### src/rtl/gray_monitor.sv
// Gray-code step monitor: decodes sampled Gray values, checks single-step progress,
// counts wraps and flags illegal jumps. Optional error counter: GRAY_MON_ERRCNT_EN.
module gray_monitor #(
  parameter int W      = 3,
  parameter int WRAP_W = 4
) (
  input  logic              i_clk,
  input  logic              i_rst_n,
  input  logic              i_valid,
  input  logic [W-1:0]      i_gray,
  input  logic              i_clear,
  output logic [W-1:0]      o_bin,
  output logic              o_bin_valid,
  output logic              o_wrap,
  output logic [WRAP_W-1:0] o_wraps,
  output logic              o_err
`ifdef GRAY_MON_ERRCNT_EN
  ,
  output logic [7:0]        o_err_cnt
`endif
);

  localparam logic [1:0] S_EMPTY = 2'd0;
  localparam logic [1:0] S_TRACK = 2'd1;
  localparam logic [1:0] S_FAULT = 2'd2;

  logic [1:0]        r_state;
  logic [W-1:0]      r_prev;
  logic [W-1:0]      r_bin;
  logic              r_bin_valid;
  logic              r_wrap;
  logic [WRAP_W-1:0] r_wraps;
  logic              r_err;

  logic [W-1:0]      w_bin;
  logic [W-1:0]      w_step;
  logic              w_is_hold;
  logic              w_is_inc;
  logic              w_prev_max;
  logic              w_wraps_sat;

  logic [1:0]        w_state_next;
  logic [W-1:0]      w_prev_next;
  logic [W-1:0]      w_bin_next;
  logic              w_bin_valid_next;
  logic              w_wrap_next;
  logic [WRAP_W-1:0] w_wraps_next;
  logic              w_err_next;

  // Each binary bit is the XOR of all Gray bits at or above it.
  genvar gi;
  generate
    for (gi = 0; gi < W; gi++) begin : g_dec
      assign w_bin[gi] = ^i_gray[W-1:gi];
    end
  endgenerate

  assign w_step      = w_bin - r_prev;
  assign w_is_hold   = (w_step == '0);
  assign w_is_inc    = (w_step == W'(1));
  assign w_prev_max  = &r_prev;
  assign w_wraps_sat = &r_wraps;

  always_comb begin
    w_state_next     = r_state;
    w_prev_next      = r_prev;
    w_bin_next       = r_bin;
    w_bin_valid_next = 1'b0;
    w_wrap_next      = 1'b0;
    w_wraps_next     = r_wraps;
    w_err_next       = r_err;

    // Clear wins over a same-cycle sample; Bin keeps its last value.
    if (i_clear) begin
      w_state_next = S_EMPTY;
      w_prev_next  = '0;
      w_wraps_next = '0;
      w_err_next   = 1'b0;
    end else begin
      case (r_state)
        S_EMPTY: begin
          if (i_valid) begin
            w_prev_next      = w_bin;
            w_bin_next       = w_bin;
            w_bin_valid_next = 1'b1;
            w_state_next     = S_TRACK;
          end
        end
        S_TRACK: begin
          if (i_valid) begin
            w_bin_next       = w_bin;
            w_bin_valid_next = 1'b1;
            if (w_is_inc) begin
              w_prev_next = w_bin;
              if (w_prev_max) begin
                w_wrap_next = 1'b1;
                if (!w_wraps_sat) begin
                  w_wraps_next = r_wraps + WRAP_W'(1);
                end
              end
            end else if (!w_is_hold) begin
              w_prev_next  = w_bin;
              w_err_next   = 1'b1;
              w_state_next = S_FAULT;
            end
          end
        end
        S_FAULT: begin
          if (i_valid) begin
            w_prev_next      = w_bin;
            w_bin_next       = w_bin;
            w_bin_valid_next = 1'b1;
          end
        end
        default: begin
          w_state_next = S_EMPTY;
        end
      endcase
    end
  end

  always_ff @(posedge i_clk or negedge i_rst_n) begin
    if (!i_rst_n) begin
      r_state     <= S_EMPTY;
      r_prev      <= '0;
      r_bin       <= '0;
      r_bin_valid <= 1'b0;
      r_wrap      <= 1'b0;
      r_wraps     <= '0;
      r_err       <= 1'b0;
    end else begin
      r_state     <= w_state_next;
      r_prev      <= w_prev_next;
      r_bin       <= w_bin_next;
      r_bin_valid <= w_bin_valid_next;
      r_wrap      <= w_wrap_next;
      r_wraps     <= w_wraps_next;
      r_err       <= w_err_next;
    end
  end

  assign o_bin       = r_bin;
  assign o_bin_valid = r_bin_valid;
  assign o_wrap      = r_wrap;
  assign o_wraps     = r_wraps;
  assign o_err       = r_err;

`ifdef GRAY_MON_ERRCNT_EN
  logic [7:0] r_err_cnt;
  logic [7:0] w_err_cnt_next;
  logic       w_count_en;

  // In FAULT the step check keeps running, but only to feed this counter.
  assign w_count_en = i_valid && !w_is_hold && !w_is_inc &&
                      ((r_state == S_TRACK) || (r_state == S_FAULT));

  always_comb begin
    w_err_cnt_next = r_err_cnt;
    if (i_clear) begin
      w_err_cnt_next = 8'd0;
    end else if (w_count_en && (r_err_cnt != 8'hFF)) begin
      w_err_cnt_next = r_err_cnt + 8'd1;
    end
  end

  always_ff @(posedge i_clk or negedge i_rst_n) begin
    if (!i_rst_n) begin
      r_err_cnt <= 8'd0;
    end else begin
      r_err_cnt <= w_err_cnt_next;
    end
  end

  assign o_err_cnt = r_err_cnt;
`endif

endmodule

### config.mk
export PLATFORM = sky130hd
export DESIGN_NAME = gray_monitor
export DESIGN_NICKNAME = d
export VERILOG_FILES = /design/src/rtl/gray_monitor.sv
export SDC_FILE = /design/constraint.sdc
export NUM_CORES = 1
export LEC_CHECK = 0
export ABC_CLOCK_PERIOD_IN_PS = 1940
export BUFFER_PORTS_ARGS = -buffer_cell sky130_fd_sc_hd__buf_2
export CAP_MARGIN = 20
export CORE_MARGIN = 1
export CORE_UTILIZATION = 46
export DETAILED_ROUTE_END_ITERATION = 8
export GPL_ROUTABILITY_DRIVEN = 0
export HOLD_SLACK_MARGIN = 0.12
export PLACE_DENSITY = 0.72
export SETUP_SLACK_MARGIN = 0.05
export SLEW_MARGIN = 20
export SYNTH_ARGS = -nofsm -noshare
export SYNTH_HDL_FRONTEND = slang
export SYNTH_SLANG_ARGS = --single-unit
### constraint.sdc
create_clock -name i_clk -period 1.94 [get_ports i_clk]
set_input_delay 0.194 -clock i_clk [delete_from_list [all_inputs] [get_ports i_clk]]
set_output_delay 0.194 -clock i_clk [all_outputs]
set_load 0.02 [all_outputs]
---- Yosys cells after proc, flatten, opt, wreduce, memory -nomap -nowiden ----
Index checks and enable logic that the tools add are counted.
word-level totals
  memory bits (writable) .................. 0
  input port bits ......................... 7
  output and inout port bits .............. 10
  memories kept ........................... 0
  bits in registers ....................... 15
  bits in latches ......................... 0
  logic and storage cells ................. 72
  memory bits (read-only) ................. 0
operators by class
  div/mod/pow operators ................... 0
  equality and inequality tests ........... 13
  bitwise gates (word level) .............. 1
  add/subtract/negate cells ............... 2
  $lt $le $gt $ge ......................... 0
  $mul .................................... 0
  shifts and indexed selects .............. 0
  mux-type cells .......................... 31
  reduce and logical (&&, ||, !) cells .... 18
operators with widths
  kind                 count
  $mux 4               6
  $mux 3               5
  $mux 1               13
  $ne 3x3->1 const B   4
  $reduce_and 4->1     3
  $mux 2               5
  $reduce_and 5->1     2
  $ne 2x2->1 const B   4
  $reduce_bool 2->1    4
  $pmux 2 s3           1
  $pmux 3 s2           1
  $reduce_and 3->1     2
  $add 4x1->4 const B  1
  $ne 4x4->1 const B   1
  $eq 3x1->1 const B   1
  $logic_not 3->1      1
  $ne 3x1->1 const B   1
  $reduce_bool 3->1    1
  $reduce_or 3->1      1
  $reduce_xor 3->1     1
  $sub 3x3->3          1
  $eq 2x1->1 const B   1
  $eq 2x2->1 const B   1
  $logic_not 2->1      1
  other kinds (3)      3

---- Depth between registers and ports, before layout ----
Gate-level depths: netlist of the first run.
  word-level depth ........................ 8
  mapped depth ............................ 10
  depth with buffers taken out ............ 10

---- Least setup slack after synthesis of the first run ----
Ideal clock, no wire load.
  path kind ............................... in2reg
  start ................................... input port i_gray[2]
  end ..................................... register r_wraps[0], in the netlist o_wraps[0]
  library setup time ...................... 78 ps
  buffers on the path ..................... 0
  path slack .............................. -476 ps
  arrival time ............................ 2338 ps
  cell stages on the path ................. 10
  required time ........................... 1862 ps
  cell sequence ........................... xnor2_1 -> inv_1 -> xnor2_1 -> ha_1 -> inv_1 -> fa_1 -> nor3b_1 -> nand4_1 -> or3_1 -> a21oi_1
on the way
  word-level cells in the longest chain between the ends .. 5
  elaborated cells between the ends (all ways) .. 6
  those cells by class .................... add/sub: 1; eq/ne: 1; reduce/logical: 4
RTL lines
  item                         RTL line  RTL
  from (decl)                  10        input logic [W-1:0] i_gray,
  $reduce_xor 2->1             54        assign w_bin[gi] = ^i_gray[W-1:gi];
  net w_bin[1]                 35        logic [W-1:0] w_bin;
  $sub 3x3->3                  58        assign w_step = w_bin - r_prev;
  $eq 3x1->1                   60        assign w_is_inc = (w_step == W'(1));
  $reduce_bool 2->1 (no line)  -
  $reduce_and 5->1 (no line)   -
  to (signal assigned)         137       r_wraps <= w_wraps_next;
  to (decl)                    32        logic [WRAP_W-1:0] r_wraps;
The timed path passes the listed nets, and every way through them passes these cells.
A chain may end at the register's enable or synchronous reset.

---- Worst setup path after layout of the first run ----
  start ................................... input port i_gray[1]
  end ..................................... register r_wraps[3], in the netlist o_wraps[3]
The elaborated chain is that of the path after synthesis.

==> flow_summary.ini, run 1 <==
[grt]
grt_start_max_net_pins = 16
number_of_global_route_vias_before_repair = 646
grt_remaining_overflow = 0
grt.total_usage = 0.190
grt_antenna_before_repair = 0
grt_first_pass_wirelength_um = 2700

[final_layout]
final_nets = 112
final_layout_size_suffix_gt1_frac = 0.426
antennaDiodeCount = 0
areaGrowthSynthToFinish_pct = 34.6
postLayoutCoreUtil = 0.676

[detailed_routing]
drt_total_wl_um = 1550
route.antenna.remaining_nets = 0
route.detailed.vias_per_inst = 5.51
dr.first_iter.drc_count = 14
dr_wl_cell_um = 13.2
detailroute.via_count = 645
drc_errors = 0
detailedRoute.firstPassIterationCount = 4

[power_and_ir_drop]
total_power_density_per_cell_area_nw_per_um2 = 691
total_power_mw = 0.720
power_leakage_nw = 0.508
power.ir.vdd_worst_v = 0.000309

[clocking]
cts_bufs_inserted = 3
clock_tree_from_tritoncts = built
count_of_clock_tree_sinks = 15
clk-insertion-delay-late_ns = 0.28
cts-htree-levels = 1
clk_root_buffer_cell = sky130_fd_sc_hd__clkbuf_4
clock_tree_buf_depth = 2
clock_input_transition_at_the_sequential_cells_of_the_worst_setup_and_hold_paths_ns = 0.09

[hold_path]
worst_hold_path_type = input pin to register
hold_path_depth = 2

[yosys]
yosysTopAreaCellShare = 0.485
synth_async_sr_flop_share = 1.00
netlist_top_cells_area = sky130_fd_sc_hd__dfrtp_1 48%, sky130_fd_sc_hd__a21oi_1 4.5%, sky130_fd_sc_hd__o21ai_0 4.5%, sky130_fd_sc_hd__inv_1 3.4%, sky130_fd_sc_hd__o2bb2ai_1 3.4%
post-synth-top-count-cell = sky130_fd_sc_hd__dfrtp_1
syn_avg_cell_area_um2 = 10.8
synth-seq-area-share = 0.485
synth_cells = 72
ys_types = 29
ys_warn_count = 0
synth_seq_cells = 15
synth_largest_area_cell = sky130_fd_sc_hd__dfrtp_1
synth_nets = 82
synth.cell_area_um2 = 774
synth_enable_flop_cells = 0
yosys_most_used_dff = sky130_fd_sc_hd__dfrtp_1
synth.top_cells.by_count = 15 x sky130_fd_sc_hd__dfrtp_1, 7 x sky130_fd_sc_hd__a21oi_1, 7 x sky130_fd_sc_hd__inv_1, 7 x sky130_fd_sc_hd__o21ai_0, 4 x sky130_fd_sc_hd__nand2_1

[placed_design]
dp_hpwl_um = 1120
number_of_i_o_port_buffers = 16
place_ws_ns = -0.493

[timing]
skew_final_ns = 0.00226
max_freq_ghz = 0.500
min_period_ns = 2.00
hold_viol = 0
layout_setup_ws_ns = -0.0605
finalCritPeriodShare = 1.03
tightest_slew_ns = 0.337
final_setup_fails = 3
hold_slack_ns = 0.224
grt_setup_unrepaired = true
timing_max_transition_violations_final = 0
worst_slew_margin_rel = 0.775

[floorplanning]
i_o_pins = 17
core_area_um2 = 1540
core.rowCount = 14
width_of_the_die_um = 43.0
initial_util = 0.502
design.die.area_um2 = 1850
dieHeight_um = 43.0

[setup_path]
setup.worst_path.end_class = register
critPathArrivalTime_ns = 2.21
worst-path-max-fanout = 5
timing.critical_path.from_type = input pin
timing_worst_setup_path_type = input pin to register
ff2ff_setup_slack_ns = -0.06
worst_r2r_path_depth = 7
critPathRequiredTime_ns = 2.15

[run_status]
violations = negative setup slack
status = complete, but fails checks

[run]
timing.max_cap.violations = 0
==> kinds of logic (layout without fill, tap and decap cells) <==
group / count (synthesis) / count (layout) / share of synthesized area
fa+ha+maj: 3 / 3 / 0.0582
buf+inv: 8 / 37 / 0.0388
xor+xnor: 4 / 4 / 0.0646
compound gates: 21 / 21 / 0.166
simple gates: 21 / 21 / 0.187
flops: 15 / 15 / 0.485
==> state kept, by name, summed over array words and instances (netlist names) <==
name / count
r_state: 2
o_wrap: 1
o_bin_valid: 1
r_prev: 3
o_bin: 3
o_wraps: 4
o_err: 1
==> layout make-up <==
| class | instances | area (um2) |
|---|---|---|
| timing repair buffer | 26 | 174 |
| clock inverter | 1 | 5.00 |
| multi-input combinational | 49 | 419 |
| tap | 16 | 20.0 |
| inverter | 7 | 26.3 |
| fill | 131 | 499 |
| sequential | 15 | 375 |
| clock buffer | 3 | 22.5 |
==> where the power goes <==
part           internal, mW  leakage (nW)  switching, mW
clock network        0.0764        0.0177         0.0994
registers             0.335         0.200         0.0168
logic                0.0966         0.290         0.0961
total                 0.507         0.508          0.212
==> critical path, cell delays in order <==
cell and delay, ns:
sky130_fd_sc_hd__buf_8 0.10, sky130_fd_sc_hd__xnor2_4 0.16, sky130_fd_sc_hd__inv_2 0.06, sky130_fd_sc_hd__xnor2_2 0.17, sky130_fd_sc_hd__ha_2 0.19, sky130_fd_sc_hd__inv_2 0.04
sky130_fd_sc_hd__fa_2 0.42, sky130_fd_sc_hd__nor3b_2 0.18, sky130_fd_sc_hd__nand4_1 0.18, sky130_fd_sc_hd__or3_1 0.36, sky130_fd_sc_hd__a21oi_2 0.14
==> layout by cell type, fill, tap and decap left out, drive strengths merged, types with 2 or more instances in the layout <==
cell type	n
a21oi	7
buf	25
clkbuf	3
dfrtp	15
ha	2
inv	7
nand2	4
nand3b	2
nor3	2
o21ai	7
o2bb2ai	3
or3	2
xnor2	3
==> through the flow <==
stage               cell area (um2)  setup TNS [ns]  cells
global placement                957           -2.79    110
finish                         1040          -0.103    117
global route                   1040          -0.842    117
CTS                            1030          -0.156    117
floorplan                       808          -0.844     72
detailed placement              957           -3.23    110
==> per-layer routing <==
metal	global-route usage	wire [um]	vias up
met2	0.306	780	20
met3	0.0255	65	4
met5	0	0	-
met1	0.250	676	305
met4	0.0970	26	0
li1	-	-	316
==> path summary, 6_finish.rpt <==
check                      startpoint         end
min in group asynchronous     i_rst_n       o_err
max in group asynchronous     i_rst_n  o_wraps[3]
setup / recovery            i_gray[1]  o_wraps[3]
hold reg to reg              o_bin[2]    o_bin[2]
setup reg to reg            r_prev[0]  o_wraps[3]
hold / removal                i_clear  o_wraps[3]
==> repair_timing <==
item | 4_1_cts | 5_1_grt
hold buffers | 1 | 0
endpoints found under the setup margin | 8 | 11
resized for setup | 10 | 4
endpoints found under the hold margin | 15 | 0
setup buffers | 2 | 0
pin swaps | 11 | 6
Note: power is estimated with default switching activity, not from simulation.
==> run 2: changes to the inputs <==
--- a/config.mk
+++ b/config.mk
@@ -14,6 +14,7 @@
 export GPL_ROUTABILITY_DRIVEN = 0
 export HOLD_SLACK_MARGIN = 0.12
 export PLACE_DENSITY = 0.72
+export RECOVER_POWER = 50
 export SETUP_SLACK_MARGIN = 0.05
 export SLEW_MARGIN = 20
 export SYNTH_ARGS = -nofsm -noshare
==> run 2 against run 1 <==
Compared with the run above:
- first-iteration DRC count is the same
- critical endpoint unchanged
- cell area decreased by 0.24%
- setup slack hardly changed
- critical path type unchanged
- wire length did not move
- the run still ends with negative setup slack left
==> flow_summary.ini, run 2 (same netlist as run 1, synthesis figures left out) <==
[setup_path]
critPathRequiredTime_ns = 2.15
timing_worst_setup_path_type = input pin to register
worst_r2r_endpoint = o_wraps[3]
setup.worst_path.start = i_gray[1]
crit-reg2reg-launch = r_prev[0]
critPathArrivalTime_ns = 2.21
worst-path-max-fanout = 5
worst_r2r_path_depth = 7
setup.worst_path.end_class = register
ff2ff_setup_slack_ns = -0.06
timing.critical_path.from_type = input pin

[clocking]
clock_input_transition_at_the_sequential_cells_of_the_worst_setup_and_hold_paths_ns = 0.09
clock_tree_buf_depth = 2
clk_root_buffer_cell = sky130_fd_sc_hd__clkbuf_4
cts-htree-levels = 1
clk-insertion-delay-late_ns = 0.28
count_of_clock_tree_sinks = 15
clock_tree_from_tritoncts = built
cts_bufs_inserted = 3

[power_and_ir_drop]
sequential_power_share = 0.488
power_leakage_nw = 0.500
power.ir.vdd_worst_v = 0.000309
comb_power_frac = 0.267
power_switching_share = 0.295
total_power_density_per_cell_area_nw_per_um2 = 692
internal_power_mw = 0.507
p_clk_frac = 0.244
netSwitchingPower_mw = 0.212

[floorplanning]
core.rowCount = 14
width_of_the_die_um = 43.0
design.die.area_um2 = 1850
core_area_um2 = 1540
dieHeight_um = 43.0
i_o_pins = 17
initial_util = 0.502

[final_layout]
final_layout_size_suffix_gt1_frac = 0.406
final_common_cell = sky130_fd_sc_hd__dfrtp_1
largest_register_ffs = 4
areaGrowthSynthToFinish_pct = 34.2
antennaDiodeCount = 0
postLayoutCoreUtil = 0.675
final_nets = 112
mostFrequentLayoutCells = 15 x sky130_fd_sc_hd__dfrtp_1, 12 x sky130_fd_sc_hd__buf_2, 9 x sky130_fd_sc_hd__buf_4

[grt]
grt_antenna_before_repair = 0
grt_first_pass_wirelength_um = 2700
grt_start_max_net_pins = 16
grt.total_usage = 0.190
grt_remaining_overflow = 0
number_of_global_route_vias_before_repair = 646

[run]
timing.max_cap.violations = 0

[timing]
final_setup_fails = 3
min_period_ns = 2.00
timing_max_transition_violations_final = 0
max_freq_ghz = 0.500
layout_setup_ws_ns = -0.0605
finalCritPeriodShare = 1.03
worst_slew_margin_rel = 0.464
tightest_slew_ns = 0.805
skew_final_ns = 0.00226
grt_setup_unrepaired = true
hold_viol = 0

[detailed_routing]
route.antenna.remaining_nets = 0
drc_errors = 0
route.detailed.vias_per_inst = 5.54
detailroute.via_count = 648
dr.first_iter.drc_count = 14
dr_wl_cell_um = 13.2
drt_total_wl_um = 1550
detailedRoute.firstPassIterationCount = 4

[placed_design]
number_of_i_o_port_buffers = 16
place_ws_ns = -0.493
dp_hpwl_um = 1120

[hold_path]
hold_path_depth = 2
worst_hold_startpoint = i_clear
worst_hold_path_type = input pin to register
whs_endpoint = o_wraps[3]

[run_status]
status = complete, but fails checks
violations = negative setup slack
-- run 2: metal layers --
layer / track usage / routed length (um)
met1: 0.250 / 675
met2: 0.306 / 780
met3: 0.0255 / 67
met4: 0.0970 / 26
met5: 0 / 0
-- run 2: final cells by class --
class / count / area, um2
Fill cell: 131 / 502
Multi-Input combinational cell: 49 / 419
Sequential cell: 15 / 375
Timing Repair Buffer: 26 / 171
Inverter: 7 / 26.3
Clock buffer: 3 / 22.5
Tap cell: 16 / 20.0
Clock inverter: 1 / 5.00
-- run 2: stage by stage --
step	cell area [um2]	TNS, ns	hold slack, ns	cells	power, mW
floorplan	808	-0.844	-0.102	72	0.466
global placement	957	-2.79	0.106	110	0.538
detailed placement	957	-3.23	0.118	110	0.542
CTS	1030	-0.156	0.222	117	0.722
global route	1040	-0.842	0.240	117	0.756
finish	1040	-0.103	0.224	117	0.720
-- run 2: worst max-delay path, cell delays in order --
cell	delay, ns
sky130_fd_sc_hd__buf_8	0.10
sky130_fd_sc_hd__xnor2_4	0.16
sky130_fd_sc_hd__inv_2	0.06
sky130_fd_sc_hd__xnor2_2	0.17
sky130_fd_sc_hd__ha_2	0.19
sky130_fd_sc_hd__inv_2	0.04
sky130_fd_sc_hd__fa_2	0.42
sky130_fd_sc_hd__nor3b_2	0.18
sky130_fd_sc_hd__nand4_1	0.18
sky130_fd_sc_hd__or3_1	0.36
sky130_fd_sc_hd__a21oi_2	0.14
-- run 2: what timing repair did --
action | in CTS | in global routing
setup buffers | 2 | 0
hold endpoints to repair | 15 | 0
hold buffers | 1 | 0
resized for setup | 10 | 4
setup endpoints to repair | 8 | 11
pin swaps | 11 | 6
-- run 2: worst max path at each step --
stage,to,slack [ns]
finish,o_wraps[3],-0.06
global route,o_wraps[1],-0.22
CTS,o_wraps[3],-0.13
detailed placement,o_wraps[3],-0.49
global placement,o_wraps[3],-0.38
floorplan,o_wraps[0],-0.22
-- run 2: power groups by stage --
stage          clock network [mW]  logic [mW]  registers [mW]
2_1_floorplan                   0      0.0951           0.371
3_3_place_gp                    0       0.182           0.356
3_5_place_dp                    0       0.185           0.357
4_1_cts                     0.179       0.192           0.351
5_1_grt                     0.190       0.211           0.355
6_report                    0.176       0.192           0.351
